## config.mk

```make
export PLATFORM = sky130hd
export DESIGN_NAME = somador_carry_look_ahead_param
export DESIGN_NICKNAME = d
export VERILOG_FILES = /design/src/rtl/cla_pkg.sv /design/src/rtl/cla_group.sv /design/src/rtl/somador_carry_look_ahead_param.sv
export SDC_FILE = /design/constraint.sdc
export NUM_CORES = 1
export LEC_CHECK = 0
export ABC_AREA = 0
export ABC_CLOCK_PERIOD_IN_PS = 2600
export CAP_MARGIN = 20
export CORE_MARGIN = 3
export CORE_UTILIZATION = 38
export DETAILED_ROUTE_END_ITERATION = 8
export PLACE_DENSITY = 0.76
export RECOVER_POWER = 25
export SYNTH_ARGS = -nofsm -noshare
export SYNTH_HDL_FRONTEND = slang
export SYNTH_SLANG_ARGS = --single-unit
```

## constraint.sdc

```tcl
create_clock -name clk -period 2.6 [get_ports clk]
set_input_delay 0.52 -clock clk [delete_from_list [all_inputs] [get_ports clk]]
set_output_delay 0.52 -clock clk [all_outputs]
set_load 0.01 [all_outputs]
```

## src/rtl/cla_pkg.sv

```systemverilog
// Shared constants and helpers for the parameterised carry look-ahead adder.
package cla_pkg;

  localparam int unsigned CLA_DEFAULT_N = 8;
  localparam int unsigned CLA_DEFAULT_G = 4;

  // Number of look-ahead groups needed to cover n bits with groups of g bits.
  function automatic int unsigned cla_num_groups(input int unsigned n, input int unsigned g);
    return (n + g - 1) / g;
  endfunction

endpackage

```

## src/rtl/cla_group.sv

```systemverilog
// G-bit first-level look-ahead block: local carries, sum bits, group generate/propagate.
module cla_group #(
  parameter int unsigned G = 4
) (
  input  logic [G-1:0] p,
  input  logic [G-1:0] g,
  input  logic         cin,
  output logic [G-1:0] s,
  output logic         gg,
  output logic         gp
);

  logic [G-1:0] c;
  logic         term;
  logic         carry;

  // Every carry is a flat sum of products of g/p/cin, so no carry feeds another.
  always_comb begin
    c     = '0;
    term  = 1'b0;
    carry = 1'b0;
    gg    = 1'b0;
    for (int unsigned i = 0; i < G; i++) begin
      term = cin;
      for (int unsigned k = 0; k < i; k++) term = term & p[k];
      carry = term;
      for (int unsigned j = 0; j < i; j++) begin
        term = g[j];
        for (int unsigned k = j + 1; k < i; k++) term = term & p[k];
        carry = carry | term;
      end
      c[i] = carry;
    end
    for (int unsigned j = 0; j < G; j++) begin
      term = g[j];
      for (int unsigned k = j + 1; k < G; k++) term = term & p[k];
      gg = gg | term;
    end
  end

  assign gp = &p;
  assign s  = p ^ c;

endmodule

```

## src/rtl/somador_carry_look_ahead_param.sv

```systemverilog
// Two-level carry look-ahead adder with registered sum and carry-out.
// Define CLA_OVERFLOW_EN to add the registered signed-overflow output V.
module somador_carry_look_ahead_param
  import cla_pkg::*;
#(
  parameter int unsigned N = CLA_DEFAULT_N,
  parameter int unsigned G = CLA_DEFAULT_G
) (
  input  logic         clk,
  input  logic         rst,
  input  logic [N-1:0] A,
  input  logic [N-1:0] B,
  input  logic         C_in,
  output logic [N-1:0] S,
  output logic         C_out
`ifdef CLA_OVERFLOW_EN
  , output logic       V
`endif
);

  localparam int unsigned NG = cla_num_groups(N, G);
  localparam int unsigned W  = NG * G;

  logic [W-1:0]  p_pad;
  logic [W-1:0]  g_pad;
  logic [W-1:0]  s_pad;
  logic [W:0]    s_ext;
  logic [NG-1:0] gg_v;
  logic [NG-1:0] gp_v;
  logic [NG:0]   cg;
  logic          term;
  logic          carry;
  logic          unused_hi;

  // Padding bits above N carry p=0, g=0.
  assign p_pad = W'(A ^ B);
  assign g_pad = W'(A & B);

  for (genvar k = 0; k < NG; k++) begin : g_grp
    cla_group #(.G(G)) u_grp (
      .p   (p_pad[k*G +: G]),
      .g   (g_pad[k*G +: G]),
      .cin (cg[k]),
      .s   (s_pad[k*G +: G]),
      .gg  (gg_v[k]),
      .gp  (gp_v[k])
    );
  end

  always_comb begin
    cg    = '0;
    term  = 1'b0;
    carry = 1'b0;
    for (int unsigned i = 0; i <= NG; i++) begin
      term = C_in;
      for (int unsigned k = 0; k < i; k++) term = term & gp_v[k];
      carry = term;
      for (int unsigned j = 0; j < i; j++) begin
        term = gg_v[j];
        for (int unsigned k = j + 1; k < i; k++) term = term & gp_v[k];
        carry = carry | term;
      end
      cg[i] = carry;
    end
  end

  // Bit N of s_ext is the carry out of bit N-1: a padded bit has p=0 so its sum
  // equals its carry-in, and without padding it is the top group carry.
  assign s_ext     = {cg[NG], s_pad};
  assign unused_hi = ^s_ext;

  always_ff @(posedge clk) begin
    if (rst) begin
      S     <= '0;
      C_out <= 1'b0;
    end else begin
      S     <= s_ext[N-1:0];
      C_out <= s_ext[N];
    end
  end

`ifdef CLA_OVERFLOW_EN
  logic c_msb_in;

  assign c_msb_in = s_ext[N-1] ^ p_pad[N-1];

  always_ff @(posedge clk) begin
    if (rst) V <= 1'b0;
    else     V <= c_msb_in ^ s_ext[N];
  end
`endif

endmodule

```

-- Yosys cells after proc, flatten, opt, wreduce, memory -nomap -nowiden
Cells that the tools add are included.
- register bits: 9
- output and inout port bits: 9
- input bits: 19
- reduce and logical (&&, ||, !) cells: 2
- bitwise logic cells: 46
- operators with widths (cell ; number):
    1-bit AND ; 21
    1-bit bitwise OR ; 21
    8-bit AND ; 1
    4-bit AND reduction ; 2
    4-bit XOR ; 2
    8-bit XOR ; 1

-- Logic depth before layout (Yosys ltp)
Gate-level depths: netlist of the first run.
- depth in word-level cells: 15
- mapped depth: 9
- mapped depth without buffers: 9

-- Cells and area by module
Synthesis of the first run repeated with hierarchy kept, for this count alone.
- cell total of the unflattened synthesis: 63
- area, all modules: 551.8 µm²
- by module, submodules not included (module ; area an instance (µm²) ; cells each ; instances ; sequential area each (µm²)):
    somador_carry_look_ahead_param ; 364.1 ; 29 ; 1 ; 180.2
    cla_group ; 93.8 ; 17 ; 2 ; 0.0

-- Worst setup path before layout of the first run
No wires, ideal clock.
- kind: input -> register
- start point: input port A[2]
- end point: register S[7]
- setup slack: 0.542 ns
- arrival time: 1.929 ns
- cell stages on the path: 9
- path buffers: 0
- setup time: 0.129 ns
- path through: ha_1 -> a21oi_2 -> o22ai_1 -> or2_4 -> ha_1 -> o211ai_1 -> nand2_1 -> xnor2_1 -> nor2_1
- cells in the longest elaborated chain, start to end: 14
- elaborated cells on any way between the ends: 20
- classes of those cells: 19 x bitwise; 1 x reduce/logical
- ends and longest elaborated chain (what ; line ; text):
    from (decl) ; somador_carry_look_ahead_param.sv:11 ; input logic [N-1:0] A,
    8-bit XOR ; somador_carry_look_ahead_param.sv:36 ; assign p_pad = W'(A ^ B);
    1-bit AND (2 in series) ; cla_group.sv:36 ; for (int unsigned k = j + 1; k < G; k++) term = term & p[k];
    1-bit bitwise OR (3 in series) ; cla_group.sv:37 ; gg = gg | term;
    1-bit bitwise OR * ; somador_carry_look_ahead_param.sv:61 ; carry = carry | term;
    1-bit AND * (3 in series) ; cla_group.sv:25 ; for (int unsigned k = 0; k < i; k++) term = term & p[k];
    1-bit bitwise OR * (3 in series) ; cla_group.sv:30 ; carry = carry | term;
    4-bit XOR * ; cla_group.sv:42 ; assign s = p ^ c;
    to (signal assigned) ; somador_carry_look_ahead_param.sv:77 ; S <= s_ext[N-1:0];
    to (decl) ; somador_carry_look_ahead_param.sv:14 ; output logic [N-1:0] S,
Every way passes the cells marked *; elsewhere a longest branch is shown, timed or not.
A chain may end at the register's enable or synchronous reset.

-- Worst setup path after layout of the first run
- start point: input port A[0]
- end point: register S[7]
- cells in the longest elaborated chain, start to end: 15
- elaborated cells on any way between the ends: 18
- classes of those cells: 17 x bitwise; 1 x reduce/logical
- ends and longest elaborated chain (what ; line ; text):
    8-bit AND ; somador_carry_look_ahead_param.sv:37 ; assign g_pad = W'(A & B);
    1-bit AND (3 in series) ; cla_group.sv:36 ;
    1-bit bitwise OR (3 in series) ; cla_group.sv:37 ;
    1-bit bitwise OR * ; somador_carry_look_ahead_param.sv:61 ;
    1-bit AND * (3 in series) ; cla_group.sv:25 ;
    1-bit bitwise OR * (3 in series) ; cla_group.sv:30 ;
    4-bit XOR * ; cla_group.sv:42 ;
Marked as above.

==> results of run 1 <==
cells in the mapped netlist (all sizes together) (2+ instances only):
cell type	count	area share [%]
ha	10	22
o21ai	2	1.8
a21oi	4	4.2
fa	2	7.0
o211ai	2	2.6
nand2	4	2.6
xnor2	6	9.3
dfxtp	9	32
nand2b	2	2.2
nor2	7	4.6
nor2b	2	2.2
state kept, by name, indices dropped and copies added (netlist names):
name	count
S	8
C_out	1
metrics by stage:
stage | hold WS, ns | utilization [%] | power [mW]
floorplan | 0.7835 | - | 0.2469
global placement | 1.255 | 63.21 | 0.3212
detailed placement | 1.256 | 63.21 | 0.3245
CTS | 1.038 | 65.15 | 0.4273
global route | 1.093 | 65.15 | 0.4497
finish | 1.038 | 65.15 | 0.4177
power breakdown:
part	internal [mW]	switching, mW	leakage, nW
Combinational	0.0936	0.0643	0.277
Sequential	0.156	0.00368	0.0750
Clock	0.0587	0.0415	0.0150
Total	0.308	0.109	0.367
layout make-up:
class | instances | share of cell area, %
repair buffers | 27 | 30.73
inverters | 1 | 0.4267
well taps | 15 | 2.134
clock buffers | 4 | 2.987
multi-input cells | 47 | 43.24
flip-flops and latches | 9 | 20.48
cells by family after synthesis:
| group | synth area share, % |
|---|---|
| and+or+nand+nor | 14.98 |
| buffers and inverters | 1.320 |
| DFF | 31.72 |
| adders and majority gates | 29.08 |
| xor gates and xnor gates | 9.251 |
| AOI/OAI and AO/OA | 13.66 |
layer usage:
metal / vias up / global-route usage (%) / routed length [um]
met5: - / 0 / 0
met4: 0 / 12.65 / 30
met3: 2 / 2.846 / 69
met2: 16 / 19.77 / 502
met1: 211 / 13.27 / 416
li1: 260 / - / -
how the worst max path moves through the flow:
stage / start / endpoint / slack [ns] / cells past startpoint
finish: A[0] / S[7] / 0.25 / 10
detailed placement: A[0] / S[7] / -0.004 / 10
floorplan: A[2] / S[7] / 0.54 / 9
global placement: A[2] / S[7] / 0.01 / 10
global route: A[0] / S[7] / 0.11 / 10
CTS: A[0] / S[7] / 0.26 / 10
critical path, stage by stage:
cell	delay, ns
sky130_fd_sc_hd__clkdlybuf4s50_1	0.45
sky130_fd_sc_hd__ha_1	0.33
sky130_fd_sc_hd__a21oi_1	0.15
sky130_fd_sc_hd__o22ai_1	0.10
sky130_fd_sc_hd__or2_4	0.25
sky130_fd_sc_hd__ha_1	0.21
sky130_fd_sc_hd__o211ai_1	0.19
sky130_fd_sc_hd__nand2_1	0.09
sky130_fd_sc_hd__xnor2_1	0.13
sky130_fd_sc_hd__nor2_1	0.05
placed cells by master (no fill, tap or decap):
cell	synthesis	layout
sky130_fd_sc_hd__nor2b_1	2	2
sky130_fd_sc_hd__inv_1	1	1
sky130_fd_sc_hd__dlygate4sd3_1	0	3
sky130_fd_sc_hd__clkdlybuf4s50_1	0	24
sky130_fd_sc_hd__nor2_1	7	7
sky130_fd_sc_hd__nand3_1	1	1
sky130_fd_sc_hd__o22ai_1	1	1
sky130_fd_sc_hd__nand2_1	4	4
sky130_fd_sc_hd__a211oi_1	1	1
sky130_fd_sc_hd__a21oi_1	3	3
sky130_fd_sc_hd__ha_1	10	10
sky130_fd_sc_hd__nor3_1	1	1
sky130_fd_sc_hd__fa_1	2	2
sky130_fd_sc_hd__o21ai_0	2	2
sky130_fd_sc_hd__a21oi_2	1	1
sky130_fd_sc_hd__clkbuf_1	1	1
sky130_fd_sc_hd__o2bb2ai_2	1	1
sky130_fd_sc_hd__dfxtp_1	9	9
sky130_fd_sc_hd__xnor2_1	6	6
sky130_fd_sc_hd__or2_4	1	1
sky130_fd_sc_hd__o211ai_1	2	2
sky130_fd_sc_hd__nand2b_1	2	2
sky130_fd_sc_hd__clkbuf_4	0	3
==> run summary, run 1 <==
Total core area: 0.001350 mm^2
Clk Tree Root Cell: sky130_fd_sc_hd__clkbuf_4
# fillers: 118
Post-synthesis sequential element count: 9
Async set or reset register ratio after synthesis: 0%
All-Layer GR Usage: 12.55%
Die X: 44.67 um
Total area of multi-input combinational cells: 380.4 um^2
# DRC: 0
Antenna-violating nets left: 0
Count of different cell masters after synthesis: 20
Element type at the critical path end: register
Die H: 44.67 um
Starting density of the core: 42.08%
Min-delay src: rst
Final wirelength: 1019 um
Number of diodes: 0
Worst slew margin: 77.23%
Average vias per placed instance: 4.748
Sum of overflow across all layers after global routing: 0
Nets in the synthesized netlist: 89
Pre-CTS WS: -0.003696 ns
Peak supply drop: 0.2014 mV
Nets: 120
Rows: 13
Number of placed I/O pins: 28
Count of flip-flops with a built-in enable after synthesis: 0
Post-CTS setup repair buffer count: 0
Vias in the first global route: 437
Required time of the critical path: 2.73 ns
Area after detailed placement: 853.3 um^2
LEAKAGE: 0.3674 nW
Number of hold-repair buffers added at the cts stage: 0
Setup repair after global routing missed its margin: no
Setup Viol. Count Final: 0
Dominant register cell in the synthesized netlist: sky130_fd_sc_hd__dfxtp_1
Maximum number of pins on one net before global-route repair: 11
Die ar.: 0.001995 mm^2
Drt first-iter violations: 8
Drt wl/cell: 9.893 um
Average instance area after synthesis: 9.794 um^2
Sum of negative setup slack: 0 ns
Power density normalized to cell area: 474.9 mW/mm^2
Clock transition at the registers of the reported paths: 0.05 ns
Worst setup SP type: primary input
CTS Buffer Depth: 2
Area of all placed cells without fillers: 879.6 um^2
First-pass iteration count of the detailed router: 3
Number of gates resized after cts: 0
Buffers added on ports: 27
Area growth syn-to-layout: 54.85%
Count of placed standard cells including taps: 99
Arrival time reported for the critical path endpoint: 2.48 ns
Global-route wire length before repair: 1738 um
Worst min path class: in -> reg
Max FO, Critical Path: 3
Setup Crit Path Kind: in -> reg
Count of placed standard cells in the final layout, fillers left out: 103
Hold Path Sink: S[7]
Maximum level of the CTS H-tree: 1
Share of layout cells above drive strength 1: 6.818%
Period utilization: 90.34%
CTS tree: built
Gpl congestion: 0.7108
Number of cells produced by synthesis: 58
Achievable clock frequency: 0.4257 GHz
Max-capacitance violation count: 0
Clock sink total: 9
Yosys warning count: 0
Detailed placement HPWL: 909.5 um
Number of antenna violations at the first check in global routing: 0
Proportion of synthesized chip area in sequential cells: 31.72%
Max-slew violation count: 0
Final critical path time including I/O delays and setup: 2.349 ns
Transition time at the pin with the least slew margin: 0.3405 ns
Number of CTS-inserted buffers: 3
Run status: completed
Via total after detailed routing: 489
FF/Latch Area: 180.2 um^2
Number of hold-slack violations in the final timing report: 0
Setup WS post-layout: 0.2511 ns
Summed instance area of the synthesized netlist: 568.0 um^2
Number of instances on the worst hold path: 2
No activity file was read; power rests on OpenSTA's default activity.
==> inputs of run 2 (changes only) <==
Settings changed: ABC_AREA 0 to 1, CORE_UTILIZATION 38 to 40, PLACE_DENSITY 0.76 to 0.77.
==> run 2 against run 1 <==
Net effect:
- flip-flop and latch count stayed put
- non-clock buffer count stayed put
- synthesized cell count is 43% higher
- final cell count is 25% higher
- via count is 26% higher
- global-route usage is 2.1 points higher
- synthesized area is 9.3% higher
- routed wire length is 25% higher
- total power is 0.58% higher
- first-iteration DRC count is 50% lower
- largest power group is now combinational cells
==> run summary, run 2 <==
Run status: completed
Final critical path time including I/O delays and setup: 2.245 ns (-0.1035 ns)
Mux cell area share after synthesis: 0% (unchanged)
Maximum level of the CTS H-tree: 1 (unchanged)
Proportion of synthesized chip area in sequential cells: 29.03% (-2.7 points)
Commonest non-fill, non-tap cell in the layout: sky130_fd_sc_hd__clkdlybuf4s50_1
Transition time at the pin with the least slew margin: 0.2069 ns (-0.1336 ns)
Period utilization: 86.36% (-4.0 points)
Leading cell types by total area after synthesis: sky130_fd_sc_hd__dfxtp_1, sky130_fd_sc_hd__ha_1, sky130_fd_sc_hd__nand2_1
Required time of the critical path: 2.75 ns (+0.02 ns)
Average vias per placed instance: 4.791 (+0.91%)
Die H: 45.39 um (+1.6%)
Rows: 13 (unchanged)
Gpl congestion: 0.8213 (+16%)
Cell taking the most area after synthesis: sky130_fd_sc_hd__dfxtp_1
CTS Buffer Depth: 2 (unchanged)
Sum of overflow across all layers after global routing: 0 (unchanged)
Area of all placed cells without fillers: 935.9 um^2 (+6.4%)
Share of the synthesized area in the top cell type: 29.03% (-2.7 points)
Worst min path class: in -> reg
Compound-Gate Fraction of Synth Area: 4.032% (-9.6 points)
Leading registers by flop count: S (8), C_out (1)
Worst slew margin: 86.12% (+8.9 points)
Area share of fa/ha/maj cells after synthesis: 26.61% (-2.5 points)
LEAKAGE: 0.4619 nW (+26%)
Worst setup SP type: primary input
Power density normalized to cell area: 448.9 mW/mm^2 (-5.5%)
Async set or reset register ratio after synthesis: 0% (unchanged)
Summed instance area of the synthesized netlist: 620.6 um^2 (+9.3%)
Top register by number of flip-flops: S
Achievable clock frequency: 0.4454 GHz (+4.6%)
Count of flip-flops with a built-in enable after synthesis: 0 (unchanged)
Setup Viol. Count Final: 0 (unchanged)
Drt first-iter violations: 4 (-4)
Max-slew violation count: 0 (unchanged)
Detailed placement HPWL: 1104 um (+21%)
CTS tree: built
Setup repair after global routing missed its margin: no
All-Layer GR Usage: 14.68% (+2.1 points)
Setup Crit Path Kind: in -> reg
Number of CTS-inserted buffers: 3 (unchanged)
Main combinational cell family by area after synthesis: simple AND/OR/NAND/NOR gates
Most frequent cells in the layout: sky130_fd_sc_hd__clkdlybuf4s50_1, sky130_fd_sc_hd__nand2_1, sky130_fd_sc_hd__nor2_1
Antenna-violating nets left: 0 (unchanged)
Maximum number of pins on one net before global-route repair: 7 (-4)
Yosys warning count: 0 (unchanged)
Number of hold-slack violations in the final timing report: 0 (unchanged)
Clock transition at the registers of the reported paths: 0.05 ns (about the same)
Starting density of the core: 44.89% (+2.8 points)
Vias in the first global route: 543 (+24%)
Via total after detailed routing: 618 (+26%)
Finished Core Util: 67.69% (+2.5 points)
Area after detailed placement: 909.6 um^2 (+6.6%)
Global-route wire length before repair: 2118 um (+22%)
Final wirelength: 1270 um (+25%)
First-pass iteration count of the detailed router: 4 (+1)
Number of antenna violations at the first check in global routing: 0 (unchanged)
Number of placed I/O pins: 28 (unchanged)
Post-synthesis sequential element count: 9 (unchanged)
Nets in the synthesized netlist: 114 (+28%)
Clk Tree Root Cell: sky130_fd_sc_hd__clkbuf_4
Drt wl/cell: 9.845 um (-0.49%)
Max FO, Critical Path: 6 (+3)
Peak supply drop: 0.1763 mV (-12%)
Max-capacitance violation count: 0 (unchanged)
Count of different cell masters after synthesis: 15 (-25%)
Clock sink total: 9 (unchanged)
Number of flip-flops in the largest register: 8 (unchanged)
Post-synthesis share of cell area spent on xor and xnor gates: 2.823% (-6.4 points)
Most frequent cells after synthesis: sky130_fd_sc_hd__nand2_1, sky130_fd_sc_hd__nor2_1, sky130_fd_sc_hd__ha_1, sky130_fd_sc_hd__nand3_1
Share of layout cells above drive strength 1: 5.263% (-1.6 points)
Area growth syn-to-layout: 50.81%
Element type at the critical path end: register
# DRC: 0 (unchanged)
Nets: 146 (+22%)
Dominant register cell in the synthesized netlist: sky130_fd_sc_hd__dfxtp_1
Most numerous cell in the Yosys netlist: sky130_fd_sc_hd__nand2_1
Die X: 45.39 um (+1.6%)
Number of gates resized after cts: 0 (unchanged)
Number of hold-repair buffers added at the cts stage: 0 (unchanged)
Average instance area after synthesis: 7.477 um^2 (-24%)
Number of diodes: 0 (unchanged)
Arrival time reported for the critical path endpoint: 2.40 ns (-0.08 ns)
Total power: 0.4202 mW (+0.58%)
Die ar.: 0.002060 mm^2 (+3.3%)
Area fraction in and, or, nand and nor cells after synthesis: 32.06% (+17 points)
# fillers: 120 (+1.7%)
Sum of negative setup slack: 0 ns (unchanged)
Total core area: 0.001383 mm^2 (+2.4%)
Post-CTS setup repair buffer count: 0 (unchanged)
Fin Hold WS: 0.9133 ns (-0.1244 ns)
Number of cells produced by synthesis: 83 (+43%)
Buffers added on ports: 27 (unchanged)
-- run 2: cell count changes after synthesis, sizes merged, moves of 2 or more --
cell / delta
inv: +8
nor2: +9
nor2b: -2
nand2: +16
xnor2: -4
nand2b: -2
o211ai: -2
nand3: +9
a21oi: -3
-- run 2: metrics by stage --
stage / std cells / worst slack [ns]
2_1_floorplan: 83 / 0.7123
3_3_place_gp: 125 / 0.1877
3_5_place_dp: 125 / 0.09831
4_1_cts: 129 / 0.3653
5_1_grt: 129 / 0.1939
6_report: 129 / 0.3546
-- run 2: logic make-up after synthesis --
| logic type | after synthesis |
|---|---|
| AO/OA/AOI/OAI | 4 |
| XOR/XNOR | 2 |
| adder cells (fa/ha/maj) | 12 |
| buffers and inverters | 9 |
| flip-flops | 9 |
| AND/OR/NAND/NOR | 47 |
-- run 2: worst paths after layout --
check	start	endpoint	slack, ns	depth (start not counted)
max	A[1]	S[7]	0.35	13
min	rst	C_out	0.91	2
-- run 2: area by class of cell --
cell class | count | area, um^2 | share of cell area (%)
Clock buffer | 4 | 26.28 | 2.807
Inverter | 9 | 33.78 | 3.610
Multi-Input combinational cell | 65 | 406.6 | 43.45
Sequential cell | 9 | 180.2 | 19.25
Tap cell | 15 | 18.77 | 2.005
Timing Repair Buffer | 27 | 270.3 | 28.88
-- run 2: critical path, stage by stage --
cell                              delay (ns)
sky130_fd_sc_hd__clkdlybuf4s50_1        0.40
sky130_fd_sc_hd__ha_1                   0.38
sky130_fd_sc_hd__nand2_2                0.10
sky130_fd_sc_hd__nand2_1                0.05
sky130_fd_sc_hd__nand2_1                0.07
sky130_fd_sc_hd__nand3_1                0.12
sky130_fd_sc_hd__ha_1                   0.24
sky130_fd_sc_hd__nand3_1                0.11
sky130_fd_sc_hd__nand3_1                0.08
sky130_fd_sc_hd__nor2_1                 0.13
sky130_fd_sc_hd__nand2_1                0.07
sky130_fd_sc_hd__nand2_1                0.06
sky130_fd_sc_hd__nor2_1                 0.04
-- run 2: per-layer routing --
metal	track usage (%)	vias to the layer above	routed length (um)
li1	-	329	-
met1	17.83	259	554
met2	22.56	25	605
met3	2.372	5	70
met4	11.70	0	40
met5	0	-	0
-- run 2: power by group --
group / switching [mW] / total, mW / internal (mW)
logic: 0.0752 / 0.161 / 0.0855
registers: 0.00324 / 0.158 / 0.155
clock network: 0.0428 / 0.102 / 0.0587
total: 0.121 / 0.420 / 0.299
==> inputs of run 3 (changes only) <==
Settings changed: GPL_TIMING_DRIVEN set to 0.
==> run 3 against run 2 <==
Net effect:
- first-iteration DRC count up 130%
- via count is 4.2% lower
- design area did not move
- final cell count stayed put
- hold slack gained 0.028 ns
- sequential power is essentially flat
- global-route usage fell by 2.4 points
- sequential share of layout area did not move
- critical path depth unchanged
- critical endpoint unchanged
- largest cell class unchanged
==> run summary, run 3 (synthesized netlist as in run 2, its figures left out) <==
Run status: completed
Number of hold-slack violations in the final timing report: 0 (unchanged)
Setup Viol. Count Final: 0 (unchanged)
Required time of the critical path: 2.74 ns (about the same)
Achievable clock frequency: 0.4466 GHz (+0.27%)
Total core area: 0.001383 mm^2 (unchanged)
Clock sink total: 9 (unchanged)
Sum of negative setup slack: 0 ns (unchanged)
Drt first-iter violations: 9 (+5)
Count of placed standard cells including taps: 125 (unchanged)
Cell-by-cell trace of the critical path: clkdlybuf4s50_1, ha_1, nand2_2, nand2_1, nand2_1, nand3_1, ha_1, nand3_1, nand3_1, nor2_1, nand2_1, nand2_1, nor2_1
FF/Latch Area: 180.2 um^2 (unchanged)
Die H: 45.39 um (unchanged)
Final wirelength: 1173 um (-7.6%)
Global-route wire length before repair: 1759 um (-17%)
Setup Crit Path Kind: in -> reg
Number of diodes: 0 (unchanged)
Final critical path time including I/O delays and setup: 2.239 ns (-0.006085 ns)
Leading registers by flop count: S (8), C_out (1)
Buffers added on ports: 27 (unchanged)
Sum of overflow across all layers after global routing: 0 (unchanged)
# DRC: 0 (unchanged)
Number of gates resized after cts: 0 (unchanged)
Count of placed standard cells in the final layout, fillers left out: 129 (unchanged)
Rows: 13 (unchanged)
Detailed placement HPWL: 1043 um (-5.5%)
Maximum level of the CTS H-tree: 1 (unchanged)
Max FO, Critical Path: 6 (unchanged)
Element type at the critical path end: register
Setup repair after global routing missed its margin: no
Maximum number of pins on one net before global-route repair: 7 (unchanged)
Area after detailed placement: 909.6 um^2 (unchanged)
Power density normalized to cell area: 442.9 mW/mm^2 (-1.3%)
Area of all placed cells without fillers: 935.9 um^2 (unchanged)
Worst min path class: in -> reg
Top register by number of flip-flops: S
Number of placed I/O pins: 28 (unchanged)
Starting density of the core: 44.89% (unchanged)
Buffering stage count on the worst path with inverters included: 1 (unchanged)
Number of antenna violations at the first check in global routing: 0 (unchanged)
Average vias per placed instance: 4.589 (-4.2%)
Number of hold-repair buffers added at the cts stage: 0 (unchanged)
Commonest non-fill, non-tap cell in the layout: sky130_fd_sc_hd__clkdlybuf4s50_1
Worst setup SP type: primary input
Worst slew margin: 85.93% (-0.19 points)
CTS tree: built
Transition time at the pin with the least slew margin: 0.2104 ns (+0.003427 ns)
CP max-delay cell: sky130_fd_sc_hd__clkdlybuf4s50_1
Die X: 45.39 um (unchanged)
Share of layout cells above drive strength 1: 5.263% (unchanged)
Clock transition at the registers of the reported paths: 0.05 ns (about the same)
All-Layer GR Usage: 12.27% (-2.4 points)
Number of CTS-inserted buffers: 3 (unchanged)
Period utilization: 86.13% (-0.23 points)
Area growth syn-to-layout: 50.81% (unchanged)
Via total after detailed routing: 592 (-4.2%)
LEAKAGE: 0.4619 nW (about the same)
Drt wl/cell: 9.093 um (-7.6%)
Max-slew violation count: 0 (unchanged)
Most numerous cell on the critical path: sky130_fd_sc_hd__nand2_1
# fillers: 115 (-4.2%)
Arrival time reported for the critical path endpoint: 2.38 ns (-0.02 ns)
Nets: 146 (unchanged)
Post-CTS setup repair buffer count: 0 (unchanged)
Number of flip-flops in the largest register: 8 (unchanged)
CP top delay family: simple AND/OR/NAND/NOR gates
Gpl congestion: 0.7983 (-2.8%)
Delay of the slowest cell on the worst path: 0.40 ns (about the same)
CTS Buffer Depth: 2 (unchanged)
Finished Core Util: 67.69% (unchanged)
Max-capacitance violation count: 0 (unchanged)
Most frequent cells in the layout: sky130_fd_sc_hd__clkdlybuf4s50_1, sky130_fd_sc_hd__nand2_1, sky130_fd_sc_hd__nor2_1
Vias in the first global route: 460 (-15%)
Die ar.: 0.002060 mm^2 (unchanged)
First-pass iteration count of the detailed router: 2 (-2)
Total area of multi-input combinational cells: 406.6 um^2 (unchanged)
Peak supply drop: 0.1682 mV (-4.6%)
Antenna-violating nets left: 0 (unchanged)
Clk Tree Root Cell: sky130_fd_sc_hd__clkbuf_4
==> run 3: cell counts in the layout (fill, tap and decap cells not counted) <==
Identical to the previous run, type by type.
==> run 3: final timing paths <==
check             start  slack, ns  endpoint  cells past startpoint
setup / recovery   A[1]       0.36      S[7]                     13
hold / removal      rst       0.94     C_out                      2
==> run 3: layout make-up <==
type,count,area share [%]
Sequential cell,9,19.25
Tap cell,15,2.005
Timing Repair Buffer,27,28.88
Multi-Input combinational cell,65,43.45
Inverter,9,3.610
Clock buffer,4,2.807
==> run 3: stage by stage <==
stage	hold WS (ns)	power [mW]	setup slack [ns]
3_3_place_gp	1.178	0.3198	0.1737
2_1_floorplan	0.5914	0.2448	0.7123
4_1_cts	0.9283	0.4240	0.3944
5_1_grt	0.9586	0.4422	0.2546
6_report	0.9417	0.4145	0.3607
3_5_place_dp	1.184	0.3232	0.1332
==> run 3: power by group <==
group	switching (mW)	internal [mW]	leakage, nW
Combinational	0.0735	0.0851	0.372
Clock	0.0393	0.0585	0.0150
Sequential	0.00329	0.155	0.0751
Total	0.116	0.298	0.462
==> run 3: per-layer routing <==
layer  vias up  share of wire [%]  track usage [%]
met5         -                  0                0
met4         0                  0            10.53
met3         0                4.2            2.372
met2        16                 50            17.27
met1       250                 46            15.74
li1        326                  -                -
